<file path="config.mk">
export PLATFORM = sky130hd
export DESIGN_NAME = multicycle_control
export DESIGN_NICKNAME = d
export VERILOG_FILES = /design/src/rtl/multicycle_control.sv
export SDC_FILE = /design/constraint.sdc
export NUM_CORES = 1
export LEC_CHECK = 0
export CORE_MARGIN = 1
export CORE_UTILIZATION = 49
export CTS_CLUSTER_DIAMETER = 30
export DETAILED_ROUTE_END_ITERATION = 10
export MAX_ROUTING_LAYER = met4
export PLACE_DENSITY = 0.85
export SYNTH_ARGS = -nofsm -noshare
export SYNTH_HDL_FRONTEND = slang
export SYNTH_SLANG_ARGS = --single-unit
</file>
<file path="constraint.sdc">
create_clock -name clock -period 2.2 [get_ports clock]
set_input_delay 0.22 -clock clock [delete_from_list [all_inputs] [get_ports clock]]
set_output_delay 0.22 -clock clock [all_outputs]
set_load 0.1 [all_outputs]
</file>
<file path="src/rtl/multicycle_control.sv">
// Multicycle MIPS-subset control unit: Moore FSM sequencing fetch, decode and
// execute phases, plus a retired-instruction counter.
module multicycle_control (
   input  logic        clock,
   input  logic        reset,
   input  logic [5:0]  opcode,
   input  logic [5:0]  funct,
   input  logic        zero,
   output logic        pcWrite,
   output logic        irWrite,
   output logic        memWrite,
   output logic        regWrite,
   output logic        iorD,
   output logic [1:0]  regDst,
   output logic [1:0]  memtoReg,
   output logic        aluSrcA,
   output logic [1:0]  aluSrcB,
   output logic [1:0]  pcSrc,
   output logic [4:0]  aluControl,
   output logic [3:0]  state,
   output logic        instrDone,
   output logic        illegalOp,
   output logic [31:0] instrCount
);

   typedef enum logic [3:0] {
      S_FETCH    = 4'd0,
      S_DECODE   = 4'd1,
      S_MEMADR   = 4'd2,
      S_MEMRD    = 4'd3,
      S_MEMWB    = 4'd4,
      S_MEMWR    = 4'd5,
      S_RTEXEC   = 4'd6,
      S_ALUWB    = 4'd7,
      S_BRANCH   = 4'd8,
      S_ADDIEXEC = 4'd9,
      S_ADDIWB   = 4'd10,
      S_JUMP     = 4'd11,
      S_JAL      = 4'd12,
      S_JR       = 4'd13,
      S_SPARE14  = 4'd14,
      S_SPARE15  = 4'd15
   } state_t;

   localparam logic [5:0] OP_RTYPE = 6'b000000;
   localparam logic [5:0] OP_LW    = 6'b100011;
   localparam logic [5:0] OP_SW    = 6'b101011;
   localparam logic [5:0] OP_BEQ   = 6'b000100;
   localparam logic [5:0] OP_ADDI  = 6'b001000;
   localparam logic [5:0] OP_J     = 6'b000010;
   localparam logic [5:0] OP_JAL   = 6'b000011;

   localparam logic [5:0] FN_JR  = 6'b001000;
   localparam logic [5:0] FN_ADD = 6'b100000;
   localparam logic [5:0] FN_SUB = 6'b100010;
   localparam logic [5:0] FN_AND = 6'b100100;
   localparam logic [5:0] FN_OR  = 6'b100101;
   localparam logic [5:0] FN_SLT = 6'b101010;

   localparam logic [4:0] ALU_AND = 5'b00000;
   localparam logic [4:0] ALU_OR  = 5'b00001;
   localparam logic [4:0] ALU_ADD = 5'b00010;
   localparam logic [4:0] ALU_SUB = 5'b00110;
   localparam logic [4:0] ALU_SLT = 5'b00111;

   state_t      state_q;
   state_t      state_d;
   logic [31:0] count_q;

   logic pc_write_c, ir_write_c, mem_write_c, reg_write_c, done_c, illegal_c;

   function automatic logic is_alu_funct(input logic [5:0] fn);
      return (fn == FN_ADD) || (fn == FN_SUB) || (fn == FN_AND) ||
             (fn == FN_OR)  || (fn == FN_SLT);
   endfunction

   function automatic logic [4:0] alu_from_funct(input logic [5:0] fn);
      case (fn)
         FN_SUB:  return ALU_SUB;
         FN_AND:  return ALU_AND;
         FN_OR:   return ALU_OR;
         FN_SLT:  return ALU_SLT;
         default: return ALU_ADD;
      endcase
   endfunction

   always_ff @(posedge clock) begin
      if (reset) begin
         state_q <= S_FETCH;
         count_q <= '0;
      end else begin
         state_q <= state_d;
         if (done_c)
            count_q <= count_q + 32'd1;
      end
   end

   always_comb begin
      state_d     = S_FETCH;
      pc_write_c  = 1'b0;
      ir_write_c  = 1'b0;
      mem_write_c = 1'b0;
      reg_write_c = 1'b0;
      done_c      = 1'b0;
      illegal_c   = 1'b0;
      iorD        = 1'b0;
      regDst      = 2'b00;
      memtoReg    = 2'b00;
      aluSrcA     = 1'b0;
      aluSrcB     = 2'b00;
      pcSrc       = 2'b00;
      aluControl  = ALU_AND;

      case (state_q)
         S_FETCH: begin
            aluSrcB    = 2'b01;
            aluControl = ALU_ADD;
            ir_write_c = 1'b1;
            pc_write_c = 1'b1;
            state_d    = S_DECODE;
         end
         S_DECODE: begin
            // ALU precomputes the branch target into ALUOut while decoding.
            aluSrcB    = 2'b11;
            aluControl = ALU_ADD;
            case (opcode)
               OP_LW, OP_SW: state_d = S_MEMADR;
               OP_BEQ:       state_d = S_BRANCH;
               OP_ADDI:      state_d = S_ADDIEXEC;
               OP_J:         state_d = S_JUMP;
               OP_JAL:       state_d = S_JAL;
               OP_RTYPE: begin
                  if (funct == FN_JR)
                     state_d = S_JR;
                  else if (is_alu_funct(funct))
                     state_d = S_RTEXEC;
                  else begin
                     illegal_c = 1'b1;
                     done_c    = 1'b1;
                  end
               end
               default: begin
                  illegal_c = 1'b1;
                  done_c    = 1'b1;
               end
            endcase
         end
         S_MEMADR, S_ADDIEXEC: begin
            aluSrcA    = 1'b1;
            aluSrcB    = 2'b10;
            aluControl = ALU_ADD;
            if (state_q == S_ADDIEXEC)
               state_d = S_ADDIWB;
            else if (opcode == OP_LW)
               state_d = S_MEMRD;
            else
               state_d = S_MEMWR;
         end
         S_MEMRD: begin
            iorD    = 1'b1;
            state_d = S_MEMWB;
         end
         S_MEMWB: begin
            memtoReg    = 2'b01;
            reg_write_c = 1'b1;
            done_c      = 1'b1;
         end
         S_MEMWR: begin
            iorD        = 1'b1;
            mem_write_c = 1'b1;
            done_c      = 1'b1;
         end
         S_RTEXEC: begin
            aluSrcA    = 1'b1;
            aluControl = alu_from_funct(funct);
            state_d    = S_ALUWB;
         end
         S_ALUWB: begin
            regDst      = 2'b01;
            reg_write_c = 1'b1;
            done_c      = 1'b1;
         end
         S_BRANCH: begin
            aluSrcA    = 1'b1;
            aluControl = ALU_SUB;
            pcSrc      = 2'b01;
            pc_write_c = zero;
            done_c     = 1'b1;
         end
         S_ADDIWB: begin
            reg_write_c = 1'b1;
            done_c      = 1'b1;
         end
         S_JUMP: begin
            pcSrc      = 2'b10;
            pc_write_c = 1'b1;
            done_c     = 1'b1;
         end
         S_JAL: begin
            // PC already holds PC+4, so it is the link value.
            pcSrc       = 2'b10;
            pc_write_c  = 1'b1;
            regDst      = 2'b10;
            memtoReg    = 2'b10;
            reg_write_c = 1'b1;
            done_c      = 1'b1;
         end
         S_JR: begin
            pcSrc      = 2'b11;
            pc_write_c = 1'b1;
            done_c     = 1'b1;
         end
         default: state_d = S_FETCH;
      endcase
   end

   // Strobes are suppressed during reset so an abandoned instruction has no side effects.
   assign pcWrite    = pc_write_c  & ~reset;
   assign irWrite    = ir_write_c  & ~reset;
   assign memWrite   = mem_write_c & ~reset;
   assign regWrite   = reg_write_c & ~reset;
   assign instrDone  = done_c      & ~reset;
   assign illegalOp  = illegal_c   & ~reset;
   assign state      = state_q;
   assign instrCount = count_q;

endmodule

</file>
**After elaboration in Yosys (flattened, before gate mapping)**

Index checks and enable logic that the tools add are counted.

- Bits in registers: 36
- Input bits: 15
- Output and inout bits: 57
- Logic and storage cells: 74

- Add/subtract/negate cells: 1
- Eq/ne operators: 25
- Muxes and demuxes: 23
- Bitwise gates (word level): 7
- Reductions and logical operators: 16

Operators by type and width:

| kind | count |
|---|---|
| $eq A6 B6 Y1 const B | 7 |
| $add A32 B1 Y32 const B | 1 |
| $eq A4 B4 Y1 const B | 6 |
| $pmux W4 S6 | 1 |
| $pmux W4 S5 | 1 |
| $eq A4 B3 Y1 const B | 4 |
| $reduce_or A4 Y1 | 4 |
| $eq A6 B2 Y1 const B | 2 |
| $eq A6 B4 Y1 const B | 2 |
| $pmux W2 S3 | 2 |
| $pmux W3 S4 | 1 |
| $pmux W3 S3 | 1 |
| $eq A4 B2 Y1 const B | 2 |
| $mux W1 | 8 |
| $mux W4 | 2 |
| $pmux W2 S2 | 2 |
| $reduce_or A2 Y1 | 4 |
| $reduce_or A8 Y1 | 1 |
| $and A1 B1 Y1 | 6 |
| $eq A6 B3 Y1 const B | 1 |
| $logic_not A6 Y1 | 1 |
| $mux W3 | 2 |
| $pmux W1 S2 | 3 |
| $reduce_or A6 Y1 | 1 |
| other kinds (4) | 7 |

**Depth between registers and ports, before layout**

- Depth in word-level cells: 10
- Depth in mapped cells: 9
- Mapped depth without buffers: 7

**Worst setup path after synthesis**

Ideal clock, no wire load.

- Kind: register -> output
- Start point: reg state_q[0] (netlist: state[0])
- End point: out illegalOp
- Data arrival time: 4.451 ns
- Required time: 1.980 ns
- Setup slack: -2.471 ns
- Stages on the path, launching flop included: 5
- Path buffers: 1
- Path through: dfxtp_1 -> buf_2 -> nand2b_1 -> nand2b_1 -> nor4_1

- Longest elaborated chain between the ends: 3

Ends and longest elaborated chain:

| what | line | source |
|---|---|---|
| start: declaration | 66 | `state_t state_q;` |
| start signal: assignment | 92 | `state_q <= state_d;` |
| $eq A4 B1 Y1 | 114 | `case (state_q)` |
| $mux W1 | 114 |  |
| $and A1 B1 Y1 | 223 | `assign illegalOp = illegal_c & ~reset;` |
| end: declaration | 22 | `output logic illegalOp,` |

No other way between the ends.

**Worst setup path in the final report**

- Start point: in opcode[3]
- End point: reg count_q[15] (netlist: instrCount[15])

- Longest elaborated chain between the ends: 4
- Elaborated cells between the ends (all ways): 10
- Classes of those cells: eq/ne: 6; mux: 2; reduce/logical: 2

Ends and longest elaborated chain:

| what | line | source |
|---|---|---|
| start: declaration | 6 | `input logic [5:0] opcode,` |
| $eq A6 B6 Y1 (tied with other cells) | 126 | `case (opcode)` |
| $reduce_or A6 Y1 (no source line) | - |  |
| $pmux W1 S2 (*) | 126 |  |
| $pmux W1 S2 (*) | 114 |  |
| end signal: assignment | 94 | `count_q <= count_q + 32'd1;` |
| end: declaration | 68 | `logic [31:0] count_q;` |

Mark *: on every way between the ends. The rest lies on a longest branch, timed or not.
A chain may end at the register's enable or synchronous reset.

==> results.py <==
metrics = {
    "status": {
        "status": "finished clean",
    },
    "pwr": {
        "seqPwrFrac": 0.362,
        "ir_drop_uv": 482,
        "switching_share": 0.291,
        "p_int_uw": 1280,
        "p_sw_uw": 523,
        "clock_power_share": 0.411,
        "p_leak_uw": 0.00160,
        "combPwrFrac": 0.227,
        "power-per-cell-area_mw_per_mm2": 427,
    },
    "clock_tree": {
        "root_buffer": "clkbuf_8",
        "clk_pin_slew_ns": 0.09,
        "clock-sinks": 36,
        "cts_buffers": 5,
        "clock_latency_ns": 0.30,
        "postCtsHoldBufs": 0,
        "htreeDepth": 2,
        "clock_path_buffers": 2,
        "cts_tree": "yes",
    },
    "setup_path": {
        "cp.depth": 9,
        "crit_type": "input port to register",
        "crit_chain": "dlygate4sd2_1 -> or3_4 -> nor3_4 -> a211oi_4 -> buf_12 -> buf_12 -> buf_12 -> or4_1 -> a21oi_1",
        "worstReg2RegEnd": "instrCount[15]",
        "critPathMaxFanout": 12,
        "reg2reg_depth": 10,
        "crit_family": "simple AND/OR/NAND/NOR gates",
        "worstSetupEndpoint": "instrCount[15]",
        "crit_slowest_cell": "or4_1",
        "crit_required_ns": 2.42,
        "cp_num_buf_inv": 4,
        "rr_startpoint": "state[1]",
        "endpoint_kind": "register",
        "crit_path_start_kind": "input port",
        "rrSetupSlack_ns": 0.07,
        "startpoint": "opcode[3]",
        "slowest_delay_ns": 0.52,
        "worstPathArrival_ns": 2.40,
        "cpMostUsedCell": "buf_12",
    },
    "place": {
        "gp_congestion": 0.928,
        "hpwl_um": 5540,
        "port-buffer-count": 69,
        "placed_cells": 494,
        "post-place-ws_ns": -0.404,
    },
    "final_layout": {
        "seqCellArea_um2": 779,
        "stdcell_count": 516,
        "finalCoreUtilization": 0.825,
        "finalNetCount": 461,
        "fillers": 299,
        "antenna_cells": 0,
        "multi_input_area_mm2": 0.00200,
        "drive_gt1_frac": 0.439,
        "area_growth_pct": 62.3,
    },
    "grt": {
        "antenna_found_initial": 0,
        "grt_pass1_wl_um": 13700,
        "grtUsageTotal": 0.323,
        "grt_overflow": 0,
        "grt_max_degree": 32,
        "first_global_vias": 2887,
    },
    "drt": {
        "drc": 0,
        "viasPerCell": 6.55,
        "drt_wl_total_um": 9240,
        "drtIter0Drc": 404,
        "firstDrtPassIters": 5,
        "vias": 3381,
        "wl_per_cell_um": 17.9,
        "ant_nets": 0,
    },
    "yosys": {
        "synth_edf_count": 0,
        "ys_ff_latch": 36,
        "avgSynthCellArea_um2": 7.35,
        "netlist_instances": 353,
        "ys_types": 51,
        "synthTopCellsByArea": "dfxtp_1, a21oi_1, or4_1, o31ai_1, nor2_1",
        "synth_top_cells_by_count": "a21oi_1, dfxtp_1, or4_1, o31ai_1, nor2_1",
        "yosysTopAreaCell": "dfxtp_1",
        "synth_area_mm2": 0.00260,
        "ys.flop_type": "dfxtp_1",
        "synth.most_common_cell": "a21oi_1",
        "ys.warnings.count": 0,
        "ys_seq_area_frac": 0.278,
        "yosysTopAreaCellShare": 0.278,
        "async_reset_ff_frac": 0,
    },
    "floorplanning": {
        "dieArea_mm2": 0.00559,
        "row_count": 26,
        "io_pins": 72,
        "die_h_um": 74.8,
        "coreArea_mm2": 0.00511,
        "start_util": 0.508,
        "die_x_um": 74.8,
    },
    "timing": {
        "tightest_slew_ns": 0.694,
        "fin_crit_sh": 0.993,
        "max_slew_margin": 0.536,
        "maxClockFrequency_mhz": 458,
        "hold_ws_ns": 0.423,
        "final-setup-viol-count": 0,
        "fin_ws_ns": 0.0149,
        "skew_ns": 0.0106,
        "drv_slew": 0,
        "timing_hold_violations_final": 0,
        "tns_ns": 0,
        "fin_crit_ns": 2.19,
    },
    "worst_hold_path": {
        "hold_path_class": "input port to register",
    },
    "run": {
        "max_cap_violations": 0,
    },
}
[how the worst min path moves through the flow]
| stage | to | slack (ns) | cells past startpoint | startpoint |
|---|---|---|---|---|
| 6_report | instrCount[24] | 0.42 | 2 | reset |
| 5_1_grt | instrCount[26] | 0.44 | 2 | reset |
| 4_1_cts | instrCount[26] | 0.41 | 2 | reset |
| 3_5_place_dp | instrCount[17] | 0.47 | 2 | instrCount[17] |
| 3_3_place_gp | instrCount[17] | 0.46 | 2 | instrCount[17] |
| 2_1_floorplan | state[2] | 0.40 | 2 | reset |
[per-stage QoR]
step                      power (uW)  area (um2)
after CTS                       1770        4080
after floorplan                  900        2870
after global routing            1850        4210
after detailed placement        1030        3820
final                           1800        4210
after global placement          1030        3820
[cell families (layout without fill, tap and decap cells)]
group,after synthesis,after routing,share of synthesized area
AND/OR/NAND/NOR,176,178,0.391
AO/OA/AOI/OAI,94,94,0.230
buffers and inverters,39,129,0.0713
other,1,2,0.00144
XOR/XNOR,2,2,0.00675
flip-flops,36,36,0.278
multiplexers,4,4,0.0169
adder cells (fa/ha/maj),1,1,0.00482
[state kept, by name, indices dropped and copies added, names as in the netlist]
signal	flops
instrCount	32
state	4
[power by group through the flow]
stage | combinational [uW] | sequential, uW | clock [uW]
after floorplan | 204 | 696 | 0
after global placement | 360 | 666 | 0
after detailed placement | 368 | 666 | 0
after CTS | 383 | 651 | 738
after global routing | 427 | 653 | 771
final | 409 | 652 | 740
[area by class of cell]
class / instances / area share
Multi-Input combinational cell: 281 / 0.474
Timing Repair Buffer: 117 / 0.281
Sequential cell: 36 / 0.185
Clock buffer: 7 / 0.0282
Tap cell: 70 / 0.0208
Clock inverter: 1 / 0.00713
Inverter: 4 / 0.00356
[worst register-to-register path, stage by stage, from the launching register on]
cell and delay, ns:
dfxtp_4 0.38, nand2b_4 0.14, a21oi_1 0.10, a21oi_4 0.15, buf_4 0.14, a211oi_4 0.04
buf_12 0.15, buf_12 0.14, buf_12 0.14, or4_1 0.52, a21oi_1 0.19
[timing repair]
action	CTS	global route
gates cloned	1	1
setup endpoints to repair	31	32
gates resized for setup	21	23
pin swaps	14	12
buffers inserted	5	7
[per-layer routing]
metal / global-route usage / up-vias / part of all wire
li1: - / 1516 / -
met1: 0.416 / 1617 / 0.40
met2: 0.517 / 225 / 0.50
met3: 0.0549 / 23 / 0.077
met4: 0.103 / 0 / 0.019
met5: - / - / 0
[layout by cell type, fill, tap and decap left out, drive strengths merged, types with 5 or more instances in the layout]
cell type	count
dfxtp	36
nor2b	10
o31ai	27
and3	12
nor4	6
a21oi	42
nand3	17
nand2	23
nor2	25
o21ai	6
nor3	13
and2	5
nand4	11
nand2b	9
buf	104
clkbuf	8
or4	28
Note: power is estimated with default switching activity, not from simulation.
